### src/rtl/regfile_pkg.sv
// Shared types and sizes for the register-file writeback arbiter.
// Optional WB_ARB_BYPASS_EN build lets an idle arbiter write an accepted request straight to the port.
package regfile_pkg;

  localparam int WORD_WIDTH    = 32;
  localparam int ADDRESS_WIDTH = 5;
  localparam int NUM_REGS      = 1 << ADDRESS_WIDTH;

  typedef struct packed {
    logic [ADDRESS_WIDTH-1:0] addr;
    logic [WORD_WIDTH-1:0]    data;
  } wb_req_t;

  typedef enum logic {
    SRC_ALU  = 1'b0,
    SRC_LOAD = 1'b1
  } src_e;

  // Relative age of the two slots; only meaningful while both are full.
  typedef enum logic [1:0] {
    AGE_SAME     = 2'd0,
    AGE_S0_OLDER = 2'd1,
    AGE_S1_OLDER = 2'd2
  } age_e;

  function automatic logic [NUM_REGS-1:0] reg_onehot(input logic [ADDRESS_WIDTH-1:0] a);
    logic [NUM_REGS-1:0] v;
    v    = '0;
    v[a] = 1'b1;
    return v;
  endfunction

endpackage

### src/rtl/regfile_wb_arbiter_if.sv
// Bus between the two writeback sources, the arbiter and the register-file write port.
// Handshake: a write transfers at a rising edge where reqN_valid & reqN_ready; ready depends only on registered state.
interface regfile_wb_arbiter_if;
  import regfile_pkg::*;

  logic                     req0_valid;
  logic                     req0_ready;
  logic [ADDRESS_WIDTH-1:0] req0_addr;
  logic [WORD_WIDTH-1:0]    req0_data;
  logic                     req1_valid;
  logic                     req1_ready;
  logic [ADDRESS_WIDTH-1:0] req1_addr;
  logic [WORD_WIDTH-1:0]    req1_data;
  logic [ADDRESS_WIDTH-1:0] WA3;
  logic [WORD_WIDTH-1:0]    WD3;
  logic                     WEN;
  logic                     grant_id;
  logic [NUM_REGS-1:0]      pending_mask;
  age_e                     dbg_age;

  modport master (
    output req0_valid, req0_addr, req0_data, req1_valid, req1_addr, req1_data,
    input  req0_ready, req1_ready, WA3, WD3, WEN, grant_id, pending_mask, dbg_age
  );

  modport slave (
    input  req0_valid, req0_addr, req0_data, req1_valid, req1_addr, req1_data,
    output req0_ready, req1_ready, WA3, WD3, WEN, grant_id, pending_mask, dbg_age
  );

endinterface

### src/rtl/wb_hold_slot.sv
// One-entry writeback holding buffer; writes to x0 complete the handshake but never fill.
module wb_hold_slot
  import regfile_pkg::*;
(
  input  logic    clk,
  input  logic    rst,
  input  logic    in_valid,
  input  wb_req_t in_req,
  input  logic    bypass,
  input  logic    drain,
  output logic    ready,
  output logic    full,
  output logic    fill,
  output wb_req_t req
);

  logic    full_q, full_d;
  wb_req_t req_q, req_d;

  assign ready = ~full_q;
  assign full  = full_q;
  assign req   = req_q;

  always_comb begin
    full_d = full_q;
    req_d  = req_q;
    fill   = in_valid & ~full_q & (in_req.addr != '0) & ~bypass;
    if (drain) full_d = 1'b0;
    if (fill) begin
      full_d = 1'b1;
      req_d  = in_req;
    end
  end

  always_ff @(posedge clk or posedge rst) begin
    if (rst) begin
      full_q <= 1'b0;
      req_q  <= '0;
    end else begin
      full_q <= full_d;
      req_q  <= req_d;
    end
  end

endmodule

### src/rtl/regfile_wb_arbiter.sv
// Oldest-first, round-robin-on-tie arbiter sharing the register file write port between two sources.
// Build option WB_ARB_BYPASS_EN: requests accepted into an idle arbiter skip the slots (1-edge latency).
module regfile_wb_arbiter
  import regfile_pkg::*;
(
  input logic                 clk,
  input logic                 rst,
  regfile_wb_arbiter_if.slave bus
);

  wb_req_t req0_in, req1_in, slot0_req, slot1_req;
  logic    slot0_ready, slot1_ready, slot0_full, slot1_full, slot0_fill, slot1_fill;
  logic    drain0, drain1, byp0, byp1;

  age_e                     age_q, age_d;
  src_e                     rr_q, rr_d, gid_q, gid_d;
  logic                     wen_q, wen_d;
  logic [ADDRESS_WIDTH-1:0] wa3_q, wa3_d;
  logic [WORD_WIDTH-1:0]    wd3_q, wd3_d;
  logic [NUM_REGS-1:0]      mask;

  assign req0_in = {bus.req0_addr, bus.req0_data};
  assign req1_in = {bus.req1_addr, bus.req1_data};

  wb_hold_slot u_slot0 (
    .clk(clk), .rst(rst), .in_valid(bus.req0_valid), .in_req(req0_in), .bypass(byp0),
    .drain(drain0), .ready(slot0_ready), .full(slot0_full), .fill(slot0_fill), .req(slot0_req)
  );

  wb_hold_slot u_slot1 (
    .clk(clk), .rst(rst), .in_valid(bus.req1_valid), .in_req(req1_in), .bypass(byp1),
    .drain(drain1), .ready(slot1_ready), .full(slot1_full), .fill(slot1_fill), .req(slot1_req)
  );

`ifdef WB_ARB_BYPASS_EN
  logic want0, want1;
  assign want0 = bus.req0_valid & slot0_ready & (bus.req0_addr != '0);
  assign want1 = bus.req1_valid & slot1_ready & (bus.req1_addr != '0);
`endif

  // Grant selection and write-port next state.
  always_comb begin
    rr_d   = rr_q;
    drain0 = 1'b0;
    drain1 = 1'b0;
    byp0   = 1'b0;
    byp1   = 1'b0;
    wen_d  = 1'b0;
    wa3_d  = wa3_q;
    wd3_d  = wd3_q;
    gid_d  = gid_q;
    if (slot0_full && slot1_full) begin
      case (age_q)
        AGE_S0_OLDER: drain0 = 1'b1;
        AGE_S1_OLDER: drain1 = 1'b1;
        default: begin
          if (rr_q == SRC_ALU) drain0 = 1'b1;
          else                 drain1 = 1'b1;
          rr_d = (rr_q == SRC_ALU) ? SRC_LOAD : SRC_ALU;
        end
      endcase
    end else if (slot0_full) begin
      drain0 = 1'b1;
    end else if (slot1_full) begin
      drain1 = 1'b1;
    end
`ifdef WB_ARB_BYPASS_EN
    else if (want0 && want1) begin
      if (rr_q == SRC_ALU) byp0 = 1'b1;
      else                 byp1 = 1'b1;
      rr_d = (rr_q == SRC_ALU) ? SRC_LOAD : SRC_ALU;
    end else if (want0) begin
      byp0 = 1'b1;
    end else if (want1) begin
      byp1 = 1'b1;
    end
`endif
    if (drain0) begin
      wen_d = 1'b1; wa3_d = slot0_req.addr; wd3_d = slot0_req.data; gid_d = SRC_ALU;
    end else if (drain1) begin
      wen_d = 1'b1; wa3_d = slot1_req.addr; wd3_d = slot1_req.data; gid_d = SRC_LOAD;
    end else if (byp0) begin
      wen_d = 1'b1; wa3_d = bus.req0_addr; wd3_d = bus.req0_data; gid_d = SRC_ALU;
    end else if (byp1) begin
      wen_d = 1'b1; wa3_d = bus.req1_addr; wd3_d = bus.req1_data; gid_d = SRC_LOAD;
    end
  end

  // A slot that fills next to a slot that stays full is the younger one.
  always_comb begin
    age_d = age_q;
    if (slot0_fill && slot1_fill)                 age_d = AGE_SAME;
    else if (slot0_fill && slot1_full && !drain1) age_d = AGE_S1_OLDER;
    else if (slot1_fill && slot0_full && !drain0) age_d = AGE_S0_OLDER;
  end

  always_ff @(posedge clk or posedge rst) begin
    if (rst) begin
      age_q <= AGE_SAME;
      rr_q  <= SRC_ALU;
      gid_q <= SRC_ALU;
      wen_q <= 1'b0;
      wa3_q <= '0;
      wd3_q <= '0;
    end else begin
      age_q <= age_d;
      rr_q  <= rr_d;
      gid_q <= gid_d;
      wen_q <= wen_d;
      wa3_q <= wa3_d;
      wd3_q <= wd3_d;
    end
  end

  always_comb begin
    mask = '0;
    if (slot0_full) mask = mask | reg_onehot(slot0_req.addr);
    if (slot1_full) mask = mask | reg_onehot(slot1_req.addr);
    if (wen_q)      mask = mask | reg_onehot(wa3_q);
    mask[0] = 1'b0;
  end

  assign bus.req0_ready   = slot0_ready;
  assign bus.req1_ready   = slot1_ready;
  assign bus.WA3          = wa3_q;
  assign bus.WD3          = wd3_q;
  assign bus.WEN          = wen_q;
  assign bus.grant_id     = gid_q;
  assign bus.pending_mask = mask;
  assign bus.dbg_age      = age_q;

endmodule

### src/flat_wrapper.sv
// flat-port wrapper written by rule: the top's interface ports become plain ports
module regfile_wb_arbiter_flat import regfile_pkg::*;
  (clk, rst, bus_req0_valid, bus_req0_addr, bus_req0_data, bus_req1_valid, bus_req1_addr, bus_req1_data, bus_req0_ready, bus_req1_ready, bus_WA3, bus_WD3, bus_WEN, bus_grant_id, bus_pending_mask, bus_dbg_age);
  regfile_wb_arbiter_if bus_i ();
  input logic clk;
  input logic rst;
  input wire logic [$bits(bus_i.req0_valid)-1:0] bus_req0_valid;
  input wire logic [$bits(bus_i.req0_addr)-1:0] bus_req0_addr;
  input wire logic [$bits(bus_i.req0_data)-1:0] bus_req0_data;
  input wire logic [$bits(bus_i.req1_valid)-1:0] bus_req1_valid;
  input wire logic [$bits(bus_i.req1_addr)-1:0] bus_req1_addr;
  input wire logic [$bits(bus_i.req1_data)-1:0] bus_req1_data;
  output wire logic [$bits(bus_i.req0_ready)-1:0] bus_req0_ready;
  output wire logic [$bits(bus_i.req1_ready)-1:0] bus_req1_ready;
  output wire logic [$bits(bus_i.WA3)-1:0] bus_WA3;
  output wire logic [$bits(bus_i.WD3)-1:0] bus_WD3;
  output wire logic [$bits(bus_i.WEN)-1:0] bus_WEN;
  output wire logic [$bits(bus_i.grant_id)-1:0] bus_grant_id;
  output wire logic [$bits(bus_i.pending_mask)-1:0] bus_pending_mask;
  output wire logic [$bits(bus_i.dbg_age)-1:0] bus_dbg_age;
  assign bus_i.req0_valid = bus_req0_valid;
  assign bus_i.req0_addr = bus_req0_addr;
  assign bus_i.req0_data = bus_req0_data;
  assign bus_i.req1_valid = bus_req1_valid;
  assign bus_i.req1_addr = bus_req1_addr;
  assign bus_i.req1_data = bus_req1_data;
  assign bus_req0_ready = bus_i.req0_ready;
  assign bus_req1_ready = bus_i.req1_ready;
  assign bus_WA3 = bus_i.WA3;
  assign bus_WD3 = bus_i.WD3;
  assign bus_WEN = bus_i.WEN;
  assign bus_grant_id = bus_i.grant_id;
  assign bus_pending_mask = bus_i.pending_mask;
  assign bus_dbg_age = bus_i.dbg_age;
  regfile_wb_arbiter u_core (.clk(clk), .rst(rst), .bus(bus_i));
endmodule
### config.mk
export PLATFORM = sky130hd
export DESIGN_NAME = regfile_wb_arbiter_flat
export DESIGN_NICKNAME = d
export VERILOG_FILES = /design/src/rtl/regfile_pkg.sv /design/src/rtl/regfile_wb_arbiter_if.sv /design/src/rtl/wb_hold_slot.sv /design/src/rtl/regfile_wb_arbiter.sv /design/src/flat_wrapper.sv
export SDC_FILE = /design/constraint.sdc
export NUM_CORES = 1
export LEC_CHECK = 0
export CAP_MARGIN = 10
export CORE_MARGIN = 2
export CORE_UTILIZATION = 24
export CTS_CLUSTER_DIAMETER = 120
export CTS_CLUSTER_SIZE = 40
export DETAILED_ROUTE_END_ITERATION = 8
export MAX_ROUTING_LAYER = met4
export PLACE_DENSITY = 0.53
export REMOVE_ABC_BUFFERS = 1
export SETUP_SLACK_MARGIN = 0.4
export SYNTH_ARGS = -nofsm -noshare
export SYNTH_HDL_FRONTEND = slang
export SYNTH_SLANG_ARGS = --single-unit
### constraint.sdc
create_clock -name clk -period 7.15 [get_ports clk]
set_input_delay 1.0725 -clock clk [delete_from_list [all_inputs] [get_ports clk]]
set_output_delay 1.0725 -clock clk [all_outputs]
set_load 0.005 [all_outputs]
Word level (Yosys, flattened, before mapping)
Index checks and enable logic that the tools add are counted.
{ "totals": {"register_bits": 118, "input_bits": 78, "out_inout_bits": 75, "wordCells": 81} }
{ "classes": {"order_cmp": 6, "eq_ne": 2, "n_mux": 33, "bitwise": 9, "reduce_logical": 19} }
{ "op_table": {"columns": ["op", "count"], "rows": [
  ["$mux 32", 5],
  ["$or 32x32->32", 2],
  ["$lt 5x6->1 const B", 3],
  ["$mux 1", 18],
  ["$demux 1 s5", 3],
  ["$ge 5x1->1 const B", 3],
  ["$mux 5", 2],
  ["$reduce_bool 5->1", 2],
  ["$logic_and 1x1->1", 9],
  ["$mux 2", 3],
  ["$reduce_bool 2->1", 3],
  ["$and 1x1->1", 4],
  ["$pmux 1 s2", 2],
  ["$not 1->1", 3],
  ["$reduce_bool 3->1", 1],
  ["$eq 2x1->1 const B", 1],
  ["$eq 2x2->1 const B", 1],
  ["$logic_not 1->1", 2],
  ["$reduce_and 2->1", 1],
  ["$reduce_or 2->1", 1]
]} }

Logic depth before layout (Yosys ltp)
Gate-level depths: netlist of run 1.
{ "depth": {"word_depth": 9, "depth_mapped": 8, "mapped_depth_nobuf": 6} }

Modules after synthesis
From an unflattened synthesis of run 1, not the netlist that was laid out.
{ "unflattened": {"cells_unflattened": 516, "hier_area_um2": 6307.3} }
{ "modules_own_cells": {"columns": ["mod", "n_inst", "cells_per_inst", "area_per_inst_um2", "seq_area_each_um2"], "rows": [
  ["wb_hold_slot", 2, 86, 1590.3, 950.9],
  ["regfile_wb_arbiter", 1, 344, 3126.7, 1051.0]
]} }

Worst setup path after synthesis of run 1
Ideal clock, no wire load.
{ "synth_timing": {"path_kind": "input port to flip-flop", "from": "input port bus_req1_addr[1]", "to": "register u_core.u_slot1.req_q, in the netlist u_core.u_slot1.req[36]", "setup_time_ns": 0.128, "arrival_ns": 2.368, "required_time_ns": 7.022, "path_slack_ns": 4.654, "stages": 5, "path_buffers": 2, "path_cell_list": "or4_1 > o21ai_2 > buf_6 > buf_6 > mux2_1"} }
{ "synth_via": {"elab_chain_cells": 2} }
{ "synth_rtl": {"columns": ["item", "line_no", "text"], "rows": [
  ["start: declaration", "flat_wrapper.sv:11", "input wire logic [$bits(bus_i.req1_addr)-1:0] bus_req1_addr;"],
  ["$reduce_bool 5->1", "wb_hold_slot.sv:27", "fill = in_valid & ~full_q & (in_req.addr != '0) & ~bypass;"],
  ["$and 1x1->1", "wb_hold_slot.sv:27", null],
  ["end signal: assignment", "wb_hold_slot.sv:41", "req_q <= req_d;"],
  ["end: declaration", "wb_hold_slot.sv:18", "wb_req_t req_q, req_d;"]
]} }
No other way between the ends.
A chain may end at the register's enable or synchronous reset.

Worst setup path in the final report of run 1
{ "layout_timing": {"from": "register u_core.u_slot0.full_q, in the netlist u_core.u_slot0.full", "to": "output port bus_pending_mask[8]"} }
{ "layout_via": {"elab_chain_cells": 5} }
{ "layout_rtl": {"columns": ["item", "line_no", "text"], "rows": [
  ["start: declaration", "wb_hold_slot.sv:17", "logic full_q, full_d;"],
  ["start signal: assignment", "wb_hold_slot.sv:40", "full_q <= full_d;"],
  ["$mux 32 (*)", "regfile_wb_arbiter.sv:117", "if (slot0_full) mask = mask | reg_onehot(slot0_req.addr);"],
  ["$or 32x32->32", "regfile_wb_arbiter.sv:118", "if (slot1_full) mask = mask | reg_onehot(slot1_req.addr);"],
  ["$mux 32 (*)", "regfile_wb_arbiter.sv:118", null],
  ["$or 32x32->32", "regfile_wb_arbiter.sv:119", "if (wen_q) mask = mask | reg_onehot(wa3_q);"],
  ["$mux 32 (*)", "regfile_wb_arbiter.sv:119", null],
  ["end: declaration", "flat_wrapper.sv:19", "output wire logic [$bits(bus_i.pending_mask)-1:0] bus_pending_mask;"]
]} }
Mark *: on every way between the ends. The rest lies on a longest branch, timed or not.

==> results.json, run 1 <==
{
  "max_slew_margin_pct": 34.3,
  "synthFlopType": "dfrtp_1",
  "finClkSkew_ps": 6.58,
  "postCtsHoldBufs": 0,
  "worst_skew_pair.late_latency_ps": 410,
  "die-width_um": 161,
  "status": "finished clean",
  "min_path_cells": 2,
  "ir_drop_mv": 0.158,
  "die_h_um": 161,
  "setup_violations": 0,
  "finalCritPeriodShare_pct": 61.2,
  "h-tree-depth": 4,
  "wl_per_cell_um": 16.4,
  "core_area_um2": 24300,
  "end_kind": "output pin",
  "r2r_end": "u_core.bus.WA3[1]",
  "grt_max_degree": 73,
  "cts_max_path_buffers": 2,
  "grt_pass1_wl_mm": 26.9,
  "grt_overflow": 0,
  "hold_start": "u_core.bus.WD3[24]",
  "grt_pass1_vias": 4814,
  "hold_violations": 0,
  "pin_count": 153,
  "slowest_stage": "dfrtp_2",
  "gp_congestion": 0.842,
  "ys_async_sr_fraction_pct": 100,
  "critPathMaxFanout": 46,
  "max_freq_mhz": 229,
  "vias_per_cell": 4.54,
  "cts_tree": "yes",
  "ys_ff_latch": 118,
  "clock-root-buffer": "clkbuf_16",
  "dp.final_hpwl_mm": 11.3,
  "finalSetupTns_ps": 0,
  "yosys_warnings": 0,
  "n_antenna_cell": 0,
  "cts.sinks": 118,
  "r2r-start": "u_core.u_slot0.full",
  "cap_viol_max_count": 0,
  "fin_nets": 777,
  "layout_commonest_cell": "clkdlybuf4s50_1",
  "syn_avg_cell_area_um2": 10.5,
  "netlist_area_um2": 5940,
  "io_buffers": 151,
  "power.density_nw_per_um2": 367,
  "die_area_um2": 26000,
  "detail_route.drc_violations": 0,
  "maxSlewViolCount": 0,
  "yosysSeqAreaShare_pct": 49.7,
  "hp-class": "flop to flop",
  "crit_type": "flop to output pin",
  "finalWirelength_mm": 17.0,
  "dpl-instance-area_um2": 7690,
  "final_cell_mix": "clkdlybuf4s50_1 (151), nand2_1 (124), dfrtp_1 (117)",
  "ys_types": 38,
  "antenna_found_initial": 0,
  "min_to": "u_core.bus.WD3[24]",
  "r2r_setup_slack_ps": 4230,
  "initial_core_util_pct": 24.4,
  "synthCells": 567,
  "cts_buffers": 17,
  "required_ps": 6080,
  "grt_use_total_pct": 13.7,
  "dr.pass1.iters": 6,
  "power_leakage_nw": 3.48,
  "drtIter0Drc": 284,
  "rows": 57,
  "max_stage_delay_ps": 1000,
  "fin_crit_ps": 4370,
  "synth-edff-count": 0,
  "rsz0062_at_grt": "no",
  "stdcell_area_um2": 8350,
  "r2r_cells": 4,
  "worst_slew_pin_slew_ps": 986,
  "cts_setup_buffers": 0,
  "synthToLayoutAreaGrowth_pct": 40.5,
  "arrival_ps": 3300,
  "postCtsResizedCells": 0,
  "startpoint_type": "flop",
  "ant_nets": 0,
  "cp_cell_sequence": "inv_1, nor3_1, a22oi_1, nand2_1, clkdlybuf4s50_1",
  "drive_gt1_share_pct": 13.5,
  "vias": 4697,
  "clkTransAtPathRegs_ps": 50
}
==> stage by stage <==
| stage | instances | hold slack, ps | setup WS [ps] | power (mW) | util [%] |
|---|---|---|---|---|---|
| after floorplan | 521 | 454 | 2950 | 1.60 | - |
| after global placement | 1002 | 471 | 3250 | 2.14 | 31.6 |
| after detailed placement | 1002 | 477 | 3140 | 2.15 | 31.6 |
| after CTS | 1034 | 491 | 2700 | 3.11 | 34.3 |
| after global routing | 1034 | 503 | 2510 | 3.26 | 34.3 |
| final | 1034 | 484 | 2780 | 3.06 | 34.3 |
==> registers in the layout, indices dropped and copies added, names as in the netlist <==
register and count:
u_core.bus.dbg_age 2, u_core.bus.WEN 1, u_core.bus.WA3 5, u_core.bus.WD3 32, u_core.rr_q 1, u_core.u_slot1.req 37
u_core.u_slot0.req 37, u_core.u_slot1.full 1, u_core.bus.grant_id 1, u_core.u_slot0.full 1
==> per-layer routing <==
metal	part of all wire [%]	wire length, µm	vias up	global-route usage [%]
met5	0	0	-	-
met4	1.0	172	0	3.61
met3	6.8	1150	14	4.06
met2	47	7940	157	21.8
met1	45	7710	2267	17.0
li1	-	-	2259	-
==> where the power goes <==
group	internal, mW	switching, mW	leakage (nW)
Clock	0.641	0.300	0.317
Sequential	0.903	0.215	1.41
Combinational	0.554	0.448	1.75
==> logic make-up (layout without fill, tap and decap cells) <==
kind of cell | after synthesis | count (layout) | synth area share, %
flip-flops | 118 | 118 | 49.7
AND/OR/NAND/NOR | 209 | 209 | 17.5
AO/OA/AOI/OAI | 114 | 114 | 14.0
XOR/XNOR | 1 | 1 | 0.147
buffers and inverters | 54 | 197 | 4.74
multiplexers | 68 | 68 | 13.5
adder cells (fa/ha/maj) | 2 | 2 | 0.421
other | 1 | 1 | 0.0631
==> worst max path at each step <==
| stage | start | end | slack (ps) | cells after the start |
|---|---|---|---|---|
| 3_3_place_gp | u_core.u_slot0.full | bus_pending_mask[28] | 3250 | 5 |
| 3_5_place_dp | u_core.u_slot0.full | bus_pending_mask[8] | 3140 | 5 |
| 2_1_floorplan | rst | u_core.bus.WA3[0] | 2950 | 1 |
| 6_report | u_core.u_slot0.full | bus_pending_mask[8] | 2780 | 5 |
| 5_1_grt | u_core.u_slot0.full | bus_pending_mask[8] | 2510 | 5 |
| 4_1_cts | u_core.u_slot0.full | bus_pending_mask[8] | 2700 | 5 |
==> layout make-up <==
| cell class | instances | area [µm²] |
|---|---|---|
| Clock buffer | 26 | 519 |
| Clock inverter | 6 | 136 |
| Fill cell | 2455 | 16000 |
| Inverter | 8 | 32.5 |
| Multi-Input combinational cell | 395 | 2740 |
| Sequential cell | 118 | 2950 |
| Tap cell | 324 | 405 |
| Timing Repair Buffer | 157 | 1560 |
==> cell usage after synthesis, types with 3 or more instances <==
master | number | share of area (%)
and3b_1 | 6 | 0.88
mux2_1 | 19 | 3.6
buf_6 | 5 | 0.95
nor3b_1 | 10 | 1.3
buf_4 | 4 | 0.51
buf_2 | 8 | 0.67
mux2_4 | 10 | 2.5
nand2_1 | 124 | 7.8
a32oi_1 | 36 | 5.3
dfrtp_1 | 118 | 50
nor2b_1 | 22 | 2.3
and2_1 | 3 | 0.32
mux2_2 | 39 | 7.4
o21ai_1 | 5 | 0.42
and3_1 | 6 | 0.63
clkbuf_1 | 27 | 1.7
nor3_1 | 5 | 0.42
a22oi_1 | 29 | 3.7
and2b_1 | 17 | 2.1
inv_1 | 8 | 0.51
o21ai_0 | 35 | 2.9
nor2_1 | 8 | 0.51
==> critical path: cells and delay by family (launching register included) <==
family / cells / cell delay (ps)
AND/OR/NAND/NOR: 2 / 870
buffers and inverters: 2 / 820
AO/OA/AOI/OAI: 1 / 200
flip-flops: 1 / 1000
No activity file was read; power rests on OpenSTA's default activity.
==> run 2, diff against run 1 <==
clock period = 4.1 ns   (was 7.15 ns; I/O delays follow)
==> results.json, run 2 (synthesis gave the netlist of run 1 again) <==
{
  "dp_cells": 1003,
  "postCtsHoldBufs": 0,
  "layout_commonest_cell": "clkdlybuf4s50_1",
  "fin_nets": 778,
  "worst_skew_pair.late_latency_ps": 410,
  "die_area_um2": 26000,
  "antenna_found_initial": 1,
  "grt_max_degree": 79,
  "die-width_um": 161,
  "clock-root-buffer": "clkbuf_16",
  "critPathMaxFanout": 45,
  "status": "finished clean",
  "setup.worst_path.end": "bus_pending_mask[17]",
  "fin_ws_ps": 688,
  "dp.final_hpwl_mm": 11.4,
  "hold_start": "u_core.bus.WD3[5]",
  "pin_count": 153,
  "power.density_nw_per_um2": 626,
  "max_stage_delay_ps": 580,
  "clkTransAtPathRegs_ps": 50,
  "power_leakage_nw": 3.47,
  "grt_pass1_vias": 4975,
  "drive_gt1_share_pct": 13.8,
  "rsz0062_at_grt": "no",
  "maxSlewViolCount": 0,
  "drtIter0Drc": 349,
  "dp_slack_ps": 1210,
  "finalPower_mw": 5.20,
  "die_h_um": 161,
  "arrival_ps": 2800,
  "required_ps": 3480,
  "gp_congestion": 0.832,
  "r2r_cells": 7,
  "dpl-instance-area_um2": 7710,
  "cts_buffers": 17,
  "io_buffers": 151,
  "max_slew_margin_pct": 35.6,
  "end_kind": "output pin",
  "hold_violations": 0,
  "cts_tree": "yes",
  "synthToLayoutAreaGrowth_pct": 39.8,
  "finalWirelength_mm": 17.3,
  "r2r-start": "u_core.bus.dbg_age[0]",
  "regArea_um2": 2950,
  "startpoint_type": "flop",
  "r2r_setup_slack_ps": 1540,
  "fin_cells": 1035,
  "worst_slew_pin_slew_ps": 964,
  "grt_use_total_pct": 14.2,
  "dr.pass1.iters": 5,
  "cp_cell_sequence": "buf_4, nand2_1, nor2_1, a22oi_1, nand2_1, clkdlybuf4s50_1",
  "rows": 57,
  "finalSetupTns_ps": 0,
  "crit_type": "flop to output pin",
  "ant_nets": 0,
  "h-tree-depth": 4,
  "min_path_cells": 2,
  "fin_crit_ps": 3410,
  "finClkSkew_ps": 9.90,
  "stdcell_area_um2": 8310,
  "max_freq_mhz": 293,
  "slowest_stage": "nor2_1",
  "grt_pass1_wl_mm": 28.0,
  "cts_setup_buffers": 0,
  "wl_per_cell_um": 16.7,
  "critPathLaunch": "u_core.u_slot0.full",
  "final_cell_mix": "clkdlybuf4s50_1 (151), nand2_1 (124), dfrtp_1 (117)",
  "vias_per_cell": 4.63,
  "hp-class": "flop to flop",
  "cts.sinks": 118,
  "postCtsResizedCells": 0,
  "multi_input_area_um2": 2740,
  "cp_common_cell": "nand2_1",
  "vias": 4788,
  "ir_drop_mv": 0.275,
  "initial_core_util_pct": 24.4,
  "setup_violations": 0,
  "cap_viol_max_count": 0,
  "core_area_um2": 24300,
  "r2r_end": "u_core.bus.WD3[8]",
  "n_fill_cell": 2448,
  "cts_max_path_buffers": 2,
  "grt_overflow": 0,
  "finalCritPeriodShare_pct": 83.2,
  "detail_route.drc_violations": 0
}
run 2: critical path: cells and delay by family, from the launching register on:
family                 cells  cell delay [ps]
flip-flops                 1              350
buffers and inverters      2             1000
AND/OR/NAND/NOR            3              820
AO/OA/AOI/OAI              1              210
run 2: worst min-delay path by stage:
stage	end	slack, ps
after global routing	u_core.u_slot1.req[31]	500
after floorplan	u_core.rr_q	450
after CTS	u_core.bus.WD3[5]	490
after detailed placement	u_core.bus.WD3[5]	470
after global placement	u_core.u_slot1.req[28]	470
final	u_core.bus.WD3[5]	480
run 2: final cells by class:
cell class                      count  area share, %
Antenna cell                        1         0.0301
Tap cell                          324           4.88
Multi-Input combinational cell    395           33.0
Clock inverter                      8           1.16
Inverter                            8          0.392
Sequential cell                   118           35.6
Timing Repair Buffer              158           19.0
Clock buffer                       23           5.99
run 2: per-stage QoR:
stage,hold slack [ps],utilization (%)
detailed placement,473,31.7
CTS,486,34.2
global route,501,34.2
global placement,469,31.7
finish,479,34.2
floorplan,454,-
run 2: per-layer routing:
metal	up-vias	track usage, %	routed length, µm
met3	20	4.29	1090
met1	2323	17.4	7840
met5	-	-	0
met4	0	4.38	234
met2	169	22.3	8160
li1	2276	-	-
run 2: report_power, final:
part	switching, mW	internal, mW
clock	0.520	0.968
combinational	0.833	0.971
sequential	0.337	1.58
==> run 3, diff against run 2 <==
clock period = 3.31 ns   (was 4.1 ns; I/O delays follow)
==> results.json, run 3 (synthesis gave the netlist of run 1 again) <==
{
  "grt_pass1_vias": 4829,
  "hold_violations": 0,
  "finalSetupTns_ps": 0,
  "end_kind": "output pin",
  "clkTransAtPathRegs_ps": 60,
  "fin_crit_ps": 2760,
  "ant_nets": 0,
  "grt_pass1_wl_mm": 27.5,
  "min_to": "u_core.bus.WD3[0]",
  "ir_drop_mv": 0.340,
  "fin_cells": 1041,
  "grt_overflow": 0,
  "max_stage_delay_ps": 570,
  "core_area_um2": 24300,
  "n_fill_cell": 2495,
  "synthToLayoutAreaGrowth_pct": 41.5,
  "cts_max_path_buffers": 2,
  "min_path_cells": 2,
  "die-width_um": 161,
  "worst_slew_pin_slew_ps": 874,
  "critPathTopFamily": "simple AND/OR/NAND/NOR gates",
  "layout_commonest_cell": "clkdlybuf4s50_1",
  "grt_use_total_pct": 13.9,
  "hold_start": "u_core.bus.WD3[0]",
  "io_buffers": 151,
  "critPathMaxFanout": 10,
  "status": "finished clean",
  "setup_violations": 0,
  "cts.sinks": 118,
  "slowest_stage": "nor3b_1",
  "h-tree-depth": 4,
  "vias_per_cell": 4.60,
  "die_h_um": 161,
  "cts_buffers": 17,
  "postCtsHoldBufs": 0,
  "r2r_setup_slack_ps": 860,
  "die_area_um2": 26000,
  "max_freq_mhz": 362,
  "required_ps": 2810,
  "hp-class": "flop to flop",
  "rows": 57,
  "initial_core_util_pct": 24.4,
  "crit_type": "flop to output pin",
  "rsz0062_at_grt": "no",
  "max_slew_margin_pct": 41.7,
  "fin_ws_ps": 548,
  "detail_route.drc_violations": 0,
  "r2r_cells": 6,
  "r2r-start": "u_core.bus.dbg_age[0]",
  "final_cell_mix": "clkdlybuf4s50_1 (151), nand2_1 (124), dfrtp_1 (116)",
  "fin_util_pct": 34.6,
  "finalWirelength_mm": 17.3,
  "dp_cells": 1009,
  "pin_count": 153,
  "dr.pass1.iters": 5,
  "power.density_nw_per_um2": 773,
  "drtIter0Drc": 273,
  "r2r_end": "u_core.bus.WD3[18]",
  "n_antenna_cell": 0,
  "wl_per_cell_um": 16.6,
  "cts_tree": "yes",
  "startpoint_type": "flop",
  "drive_gt1_share_pct": 15.1,
  "arrival_ps": 2270,
  "dp.final_hpwl_mm": 11.8,
  "finalCritPeriodShare_pct": 83.4,
  "antenna_found_initial": 0,
  "clock-root-buffer": "clkbuf_16",
  "path_buf_inv": 1,
  "cp_cell_sequence": "nor3b_1, a22oi_1, nand2_1, clkdlybuf4s50_1",
  "gp_congestion": 0.846,
  "maxSlewViolCount": 0,
  "cap_viol_max_count": 0,
  "cts_setup_buffers": 0,
  "power_leakage_nw": 3.51,
  "fin_nets": 784,
  "finClkSkew_ps": 6.86,
  "worst_skew_pair.late_latency_ps": 410,
  "vias": 4785,
  "grt_max_degree": 45,
  "dp_slack_ps": 797
}
[run 3: worst register-to-register path, cell delays in order (launching register included)]
cell,delay (ps)
dfrtp_1,380
inv_1,60
ha_1,370
and2_1,220
or3_2,860
a32oi_1,310
o21ai_0,120
[run 3: cell type report]
class | instances | area (µm²) | area share, %
Tap cell | 324 | 405 | 4.82
Multi-Input combinational cell | 395 | 2760 | 32.8
Clock inverter | 6 | 62.6 | 0.744
Timing Repair Buffer | 164 | 1660 | 19.7
Sequential cell | 118 | 2960 | 35.1
Inverter | 8 | 32.5 | 0.387
Clock buffer | 26 | 539 | 6.41
[run 3: metal layers]
metal  up-vias  track usage (%)  routed length [µm]
li1       2287                -                   -
met1      2299             18.0                7940
met2       176             21.6                7960
met3        23             3.75                1160
met4         0             3.65                 265
met5         -                -                   0
[run 3: worst max path at each step]
stage                                      start                      to  cells after the start
after global placement          bus_req1_addr[1]  u_core.u_slot1.req[17]                      5
after detailed placement     u_core.u_slot1.full    bus_pending_mask[30]                      5
after CTS                 u_core.u_slot0.req[32]    bus_pending_mask[21]                      5
after global routing         u_core.u_slot0.full     bus_pending_mask[6]                      5
final                     u_core.u_slot1.req[34]     bus_pending_mask[7]                      4
after floorplan                              rst       u_core.bus.WA3[0]                      1
[run 3: through the flow]
step / power (mW) / hold WS (ps) / instance area (µm²)
2_1_floorplan: 3.45 / 454 / 5690
3_3_place_gp: 4.68 / 465 / 7790
3_5_place_dp: 4.70 / 470 / 7790
4_1_cts: 6.59 / 483 / 8410
5_1_grt: 6.93 / 501 / 8410
6_report: 6.50 / 477 / 8410
[run 3: repair_timing]
action | in CTS | in global routing
pin swaps | 0 | 0
setup endpoints to repair | 4 | 16
cloned | 0 | 0
gates resized for setup | 2 | 2
[run 3: where the power goes]
part / switching, mW / internal [mW] / total, mW
clock network: 0.655 / 1.19 / 1.85
registers: 0.427 / 1.95 / 2.38
logic: 1.03 / 1.24 / 2.28
total: 2.12 / 4.39 / 6.50
